--- src/rtl/tone_bank_if.sv ---
// Command channel for tone_bank: valid/ready handshake plus the note fields and the reject pulse.
interface tone_bank_if #(
    parameter int VOICES = 4,
    parameter int OCT_W  = 3
);
    localparam int VW = (VOICES > 1) ? $clog2(VOICES) : 1;

    logic                    cmd_valid;
    logic                    cmd_ready;
    logic [VW-1:0]           cmd_voice;
    logic                    cmd_on;
    logic [3:0]              cmd_note;
    logic signed [OCT_W-1:0] cmd_oct;
    logic                    cmd_err;

    modport master (
        output cmd_valid, cmd_voice, cmd_on, cmd_note, cmd_oct,
        input  cmd_ready, cmd_err
    );

    modport slave (
        input  cmd_valid, cmd_voice, cmd_on, cmd_note, cmd_oct,
        output cmd_ready, cmd_err
    );
endinterface

--- src/rtl/tone_bank.sv ---
// Bank of square-wave tone voices driven by a 2-stage note command pipeline.
// Optional macro TONE_BANK_PHASE_SYNC_EN: note-on to a sounding voice retriggers it immediately.
module tone_bank #(
    parameter int VOICES = 4,
    parameter int CNT_W  = 24,
    parameter int OCT_W  = 3
) (
    input  logic              clk,
    input  logic              rst,
    tone_bank_if.slave        cmd,
    output logic [VOICES-1:0] tone,
    output logic [VOICES-1:0] active
);
    localparam int VW = (VOICES > 1) ? $clog2(VOICES) : 1;
    localparam int WW = CNT_W + 8;
    localparam logic [CNT_W-1:0] T_MAX = '1;

    function automatic logic [9:0] half_period(input logic [3:0] idx);
        case (idx)
            4'd0:    return 10'd631;
            4'd1:    return 10'd596;
            4'd2:    return 10'd562;
            4'd3:    return 10'd531;
            4'd4:    return 10'd501;
            4'd5:    return 10'd473;
            4'd6:    return 10'd446;
            4'd7:    return 10'd421;
            4'd8:    return 10'd398;
            4'd9:    return 10'd375;
            4'd10:   return 10'd354;
            4'd11:   return 10'd334;
            default: return 10'd0;
        endcase
    endfunction

    logic                    s1_vld_q, s1_vld_d, s1_on_q, s1_on_d;
    logic [VW-1:0]           s1_voice_q, s1_voice_d;
    logic [3:0]              s1_note_q, s1_note_d;
    logic [OCT_W-1:0]        s1_oct_q, s1_oct_d;
    logic                    s2_vld_q, s2_vld_d, s2_ok_q, s2_ok_d, s2_on_q, s2_on_d;
    logic [VW-1:0]           s2_voice_q, s2_voice_d;
    logic [9:0]              s2_base_q, s2_base_d;
    logic [OCT_W-1:0]        s2_oct_q, s2_oct_d;
    logic                    err_q, err_d;

    logic [CNT_W-1:0] cnt_q  [VOICES];
    logic [CNT_W-1:0] cnt_d  [VOICES];
    logic [CNT_W-1:0] term_q [VOICES];
    logic [CNT_W-1:0] term_d [VOICES];
    logic [CNT_W-1:0] pend_q [VOICES];
    logic [CNT_W-1:0] pend_d [VOICES];
    logic [VOICES-1:0] tone_q, tone_d, active_q, active_d, rel_q, rel_d;

    logic             s1_bad;
    logic [WW-1:0]    base_w, shl, shr;
    logic [OCT_W:0]   rsh;
    logic [CNT_W-1:0] t_new;

    assign cmd.cmd_ready = ~(s1_vld_q | s2_vld_q);
    assign cmd.cmd_err   = err_q;
    assign tone          = tone_q;
    assign active        = active_q;

    // NOTE: every signal gets a default at the top of the block so no path leaves it unassigned (no latch).
    always_comb begin
        s1_vld_d   = cmd.cmd_valid & cmd.cmd_ready;
        s1_voice_d = s1_voice_q;
        s1_on_d    = s1_on_q;
        s1_note_d  = s1_note_q;
        s1_oct_d   = s1_oct_q;
        if (s1_vld_d) begin
            s1_voice_d = cmd.cmd_voice;
            s1_on_d    = cmd.cmd_on;
            s1_note_d  = cmd.cmd_note;
            s1_oct_d   = cmd.cmd_oct;
        end

        s1_bad     = (s1_note_q > 4'd11) || (int'(s1_voice_q) >= VOICES);
        s2_vld_d   = s1_vld_q;
        s2_ok_d    = s1_vld_q & ~s1_bad;
        err_d      = s1_vld_q & s1_bad;
        s2_voice_d = s1_voice_q;
        s2_on_d    = s1_on_q;
        s2_oct_d   = s1_oct_q;
        s2_base_d  = half_period(s1_note_q);
    end

    // Octave shift; a left shift that loses bits or exceeds the counter range saturates.
    always_comb begin
        base_w = WW'(s2_base_q);
        shl    = base_w << $unsigned(s2_oct_q);
        rsh    = -{s2_oct_q[OCT_W-1], s2_oct_q};
        shr    = base_w >> rsh;
        t_new  = T_MAX;
        if (!s2_oct_q[OCT_W-1]) begin
            if (((shl >> $unsigned(s2_oct_q)) == base_w) && (shl <= WW'(T_MAX)))
                t_new = shl[CNT_W-1:0];
        end else begin
            t_new = (shr == '0) ? CNT_W'(1) : shr[CNT_W-1:0];
        end
    end

    always_comb begin
        cnt_d    = cnt_q;
        term_d   = term_q;
        pend_d   = pend_q;
        tone_d   = tone_q;
        active_d = active_q;
        rel_d    = rel_q;
        for (int v = 0; v < VOICES; v++) begin
            logic wr, wr_on, rel_eff;
            wr      = s2_ok_q && (s2_voice_q == VW'(v));
            wr_on   = wr & s2_on_q;
            rel_eff = rel_q[v] & ~wr_on;
            if (active_q[v]) begin
                if (cnt_q[v] == term_q[v]) begin
                    // Terminal event: the period change takes effect only here, from the old pending value.
                    cnt_d[v]  = '0;
                    term_d[v] = pend_q[v];
                    if (rel_eff && tone_q[v]) begin
                        tone_d[v]   = 1'b0;
                        active_d[v] = 1'b0;
                        rel_d[v]    = 1'b0;
                    end else begin
                        tone_d[v] = ~tone_q[v];
                    end
                end else begin
                    cnt_d[v] = cnt_q[v] + CNT_W'(1);
                end
            end

            if (wr_on) begin
                pend_d[v] = t_new;
                rel_d[v]  = 1'b0;
                if (!active_q[v]) begin
                    active_d[v] = 1'b1;
                    term_d[v]   = t_new;
                    cnt_d[v]    = '0;
                    tone_d[v]   = 1'b0;
                end
`ifdef TONE_BANK_PHASE_SYNC_EN
                else if (!rel_q[v]) begin
                    term_d[v] = t_new;
                    cnt_d[v]  = '0;
                    tone_d[v] = 1'b0;
                end
`endif
            end else if (wr && active_d[v]) begin
                rel_d[v] = 1'b1;
            end
        end
    end

    // NOTE: sequential state uses non-blocking assignments only; all next-state logic lives in the _d blocks.
    always_ff @(posedge clk) begin
        if (rst) begin
            s1_vld_q   <= 1'b0;
            s1_voice_q <= '0;
            s1_on_q    <= 1'b0;
            s1_note_q  <= '0;
            s1_oct_q   <= '0;
            s2_vld_q   <= 1'b0;
            s2_ok_q    <= 1'b0;
            s2_voice_q <= '0;
            s2_on_q    <= 1'b0;
            s2_base_q  <= '0;
            s2_oct_q   <= '0;
            err_q      <= 1'b0;
            tone_q     <= '0;
            active_q   <= '0;
            rel_q      <= '0;
            // NOTE: the per-voice arrays are a handful of registers, not RAM, so they are cleared like any flop.
            for (int v = 0; v < VOICES; v++) begin
                cnt_q[v]  <= '0;
                term_q[v] <= '0;
                pend_q[v] <= '0;
            end
        end else begin
            s1_vld_q   <= s1_vld_d;
            s1_voice_q <= s1_voice_d;
            s1_on_q    <= s1_on_d;
            s1_note_q  <= s1_note_d;
            s1_oct_q   <= s1_oct_d;
            s2_vld_q   <= s2_vld_d;
            s2_ok_q    <= s2_ok_d;
            s2_voice_q <= s2_voice_d;
            s2_on_q    <= s2_on_d;
            s2_base_q  <= s2_base_d;
            s2_oct_q   <= s2_oct_d;
            err_q      <= err_d;
            tone_q     <= tone_d;
            active_q   <= active_d;
            rel_q      <= rel_d;
            cnt_q      <= cnt_d;
            term_q     <= term_d;
            pend_q     <= pend_d;
        end
    end
endmodule

--- src/flat_wrapper.sv ---
// flat-port wrapper written by rule: the top's interface ports become plain ports
module tone_bank_flat 
#(
    parameter int VOICES = 4,
    parameter int CNT_W  = 24,
    parameter int OCT_W  = 3
)
  (clk, rst, tone, active, cmd_cmd_valid, cmd_cmd_voice, cmd_cmd_on, cmd_cmd_note, cmd_cmd_oct, cmd_cmd_ready, cmd_cmd_err);
  tone_bank_if #(.VOICES(VOICES), .OCT_W(OCT_W)) cmd_i ();
  input  logic clk;
  input  logic rst;
  output logic [VOICES-1:0] tone;
  output logic [VOICES-1:0] active;
  input wire logic [$bits(cmd_i.cmd_valid)-1:0] cmd_cmd_valid;
  input wire logic [$bits(cmd_i.cmd_voice)-1:0] cmd_cmd_voice;
  input wire logic [$bits(cmd_i.cmd_on)-1:0] cmd_cmd_on;
  input wire logic [$bits(cmd_i.cmd_note)-1:0] cmd_cmd_note;
  input wire logic [$bits(cmd_i.cmd_oct)-1:0] cmd_cmd_oct;
  output wire logic [$bits(cmd_i.cmd_ready)-1:0] cmd_cmd_ready;
  output wire logic [$bits(cmd_i.cmd_err)-1:0] cmd_cmd_err;
  assign cmd_i.cmd_valid = cmd_cmd_valid;
  assign cmd_i.cmd_voice = cmd_cmd_voice;
  assign cmd_i.cmd_on = cmd_cmd_on;
  assign cmd_i.cmd_note = cmd_cmd_note;
  assign cmd_i.cmd_oct = cmd_cmd_oct;
  assign cmd_cmd_ready = cmd_i.cmd_ready;
  assign cmd_cmd_err = cmd_i.cmd_err;
  tone_bank #(.VOICES(VOICES), .CNT_W(CNT_W), .OCT_W(OCT_W)) u_core (.clk(clk), .rst(rst), .cmd(cmd_i), .tone(tone), .active(active));
endmodule
--- config.mk ---
export PLATFORM = sky130hd
export DESIGN_NAME = tone_bank_flat
export DESIGN_NICKNAME = d
export VERILOG_FILES = /design/src/rtl/tone_bank_if.sv /design/src/rtl/tone_bank.sv /design/src/flat_wrapper.sv
export SDC_FILE = /design/constraint.sdc
export NUM_CORES = 1
export LEC_CHECK = 0
export ABC_AREA = 1
export CAP_MARGIN = 20
export CORE_MARGIN = 5
export CORE_UTILIZATION = 39
export DETAILED_ROUTE_END_ITERATION = 12
export SYNTH_ARGS = -nofsm -noshare
export SYNTH_HDL_FRONTEND = slang
export SYNTH_SLANG_ARGS = --single-unit
export TNS_END_PERCENT = 30
--- constraint.sdc ---
create_clock -name clk -period 5.98 [get_ports clk]
set_clock_uncertainty 0.05 [all_clocks]
set_input_delay 1.196 -clock clk [delete_from_list [all_inputs] [get_ports clk]]
set_output_delay 1.196 -clock clk [all_outputs]
set_load 0.02 [all_outputs]
==> results.md <==
- Status: complete, no violations
- Area contributors post-synth: dfxtp_1 (43%), nand2_1 (12%), nor2_1 (7.2%), inv_1 (6.4%), xnor2_1 (4.8%)
- Pin count of the biggest net entering global routing: 35
- Global-route wire length before repair: 59.14 mm
- I/O pin cnt: 23
- Synth Area in Adders: 0.008686
- Row cnt: 70
- Initial antenna violation count: 0
- Final Cycle Share: 0.5420
- Area Growth Syn to Fin: 11.61%
- Final Net Count: 2052
- Buf/Inv on CP: 1
- Cell family with most CP delay: buffers and inverters
- Average wire per standard cell: 13.97 um
- Post-Synthesis Cells: 2030
- CTS Buf Count: 35
- PortBufs: 22
- Ys Warns: 0
- Power Total: 0.004520 W
- Detailed Place HPWL: 25.01 mm
- EDFF count, synth: 0
- Mapped Area: 14410 um2
- # hold bufs at CTS: 0
- Clock network power share: 0.481
- Post-synthesis async set-or-reset flop share: 0
- Mux share of post-synthesis cell area: 0
- Sw Ratio: 0.2360
- Post-synthesis simple-gate area fraction: 0.2912
- Post-CTS setup buffer count: 0
- Sink Count: 306
- Initial Util: 0.3944
- WP data required: 4.73 ns
- Final Non-Filler Cells: 2521
- Clock Path Buffers: 3
- Psw: 0.001067 W
- Clock Latency Late Sink: 0.52 ns
- Die area: 40880 um2
- Clk slew on worst S/H paths: 0.06 ns
- PwrDens: 281.2 nW/um2
- Max Freq: 308.5 MHz
- Drt via density: 4.988
- Startpoint of the worst-slack reg-to-reg timing path: u_core.s2_oct_q[1]
- Slowest stage cell, crit path: clkdlybuf4s50_1
- Post-route cell area: 16080 um2
- Die width: 202.2 um
- Area post-placement: 14900 um2
- Area leader, netlist: dfxtp_1
- Int Pwr: 0.003453 W
- Htree depth: 2
- CP peak stage delay: 0.75 ns
- Final setup viols: 0
- HP Start: u_core.s1_on_q
- Post-route setup TNS: 0 ns
- Vias in the first global route: 11850
- Critical path launch point type: flip-flop
- Comb pwr share: 0.060
- Slew @ Worst Pin: 0.9936 ns
- XOR/XNOR Fraction of Synth Area: 0.06019
- Sequential fraction of the synthesis area: 0.4253
- DR DRC count: 0
- Root Buffer: clkbuf_16
- Crit Path Max Fanout: 14
- Resize count post-CTS: 0
- Antenna Cells: 0
- DRT Pass-1 Iters: 6
- CP Class: flip-flop to output port
- Main combinational cell family by area after synthesis: simple AND/OR/NAND/NOR gates
- Placed Cells: 2460
- Hold slack: 0.3737 ns
- Synth cell types: 51
- Top post-synthesis cells by count: nand2_1 (442), dfxtp_1 (306), nor2_1 (277)
- Core Area: 36520 um2
- Seq cells post-synth: 306
- Min cycle time layout: 3.241 ns
- DR vias: 12580
- # fillers: 3650
- Initial DRC Count: 848
- Hold crit path type: flip-flop to flip-flop
- RSZ-0062 raised after global routing: false
- Ordered cell list for the critical path: clkdlybuf4s50_1
- Worst EP arrival: 2.00 ns
- Sequential share of power: 0.459
- Most used DFF post-synth: dfxtp_1
- Max-Cap Viols: 0
- Layout cells sized above 1: 0.06576
- ANT nets after route: 0
- Slew margin rel.: 0.3352
- LEAKAGE: 6.745 nW
- Die Height: 202.2 um
- Max-slew violations: 0
- Net Count, Synth: 2053
- Count leader, synth: nand2_1
- Syn_area_per_cell: 7.096 um2
- Post-synth top area share: 0.4253
- CP Capture Type: output port
- Overall routing resource usage: 0.1695
- TritonCTS clock tree: done
- Hold Vio Cnt, Final: 0
- CP startpoint: u_core.active[2]
- Worst vdd ir: 0.2116 mV
- GRT overflow: 0
- Post-synthesis compound-gate area fraction: 0.1204
- Drt total wl: 35.23 mm
- GPL Wtd Cong: 0.8854
==> registers in the layout (all words and copies together), names as in the netlist, 3 cells and up <==
| register | cells |
|---|---|
| u_core.s2_oct_q | 3 |
| u_core.active | 4 |
| u_core.s1_note_q | 4 |
| u_core.tone | 4 |
| u_core.term_q | 96 |
| u_core.cnt_q | 96 |
| u_core.pend_q | 72 |
| u_core.s1_oct_q | 3 |
| u_core.rel_q | 4 |
| u_core.s2_base_q | 10 |
==> stage by stage <==
stage | setup slack, ns | utilization
after global placement | 2.694 | 0.4081
after detailed placement | 2.649 | 0.4081
final | 2.739 | 0.4402
after floorplan | 3.683 | -
after CTS | 2.725 | 0.4402
after global routing | 2.591 | 0.4402
==> layer usage <==
metal	wire length (um)	GRT usage
met2	15990	0.2783
met5	0	0
met4	774	0.04292
met3	1293	0.02455
met1	17180	0.2356
==> cell type report <==
class | count | area, um2 | share of cell area
clock inverter | 14 | 163.9 | 0.01019
inverter | 269 | 1010 | 0.06280
tap | 468 | 585.6 | 0.03642
sequential | 306 | 6126 | 0.3810
multi-input combinational | 1389 | 6922 | 0.4305
timing repair buffer | 28 | 260.3 | 0.01619
clock buffer | 47 | 1011 | 0.06288
==> layout by cell type (no fill, tap or decap), types with 4 or more instances in the layout <==
master,n
nand3_2,4
dfxtp_1,306
xnor2_1,79
o211ai_1,8
clkinv_2,5
buf_4,6
nor3_2,5
nor4_1,9
o22ai_1,21
nor3b_1,6
a22o_1,4
nor2_1,277
clkdlybuf4s50_1,21
inv_1,244
nand4_1,27
o21ai_0,88
nor3_1,40
inv_2,22
a211oi_1,18
clkbuf_16,35
o21ai_1,71
ha_1,10
nor2_2,11
nand3_1,121
a21oi_1,75
clkbuf_8,9
o21a_1,4
nor2_4,4
o21ai_2,6
xor2_1,20
nand2_1,442
nand2_2,9
==> logic make-up after synthesis <==
kind of cell    count (synthesis)
compound gates                307
xor+xnor                       99
fa+ha+maj                      10
buf+inv                       335
flops                         306
simple gates                  973
==> power by group through the flow <==
stage               Clock (W)  Combinational (W)  Sequential, W
floorplan                   0           0.000189        0.00211
global placement            0           0.000267        0.00212
detailed placement          0           0.000267        0.00212
CTS                   0.00222           0.000268        0.00208
global route          0.00232           0.000301        0.00208
finish                0.00217           0.000271        0.00208
==> path summary, 6_finish.rpt <==
path | endpoint | slack (ns) | depth (start not counted)
max | active[2] | 2.74 | 1
min | u_core.s2_on_q | 0.37 | 2
max reg2reg | u_core.term_q[0] | 2.94 | 13
min reg2reg | u_core.s2_on_q | 0.37 | 2
(Power assumes the default switching activity.)
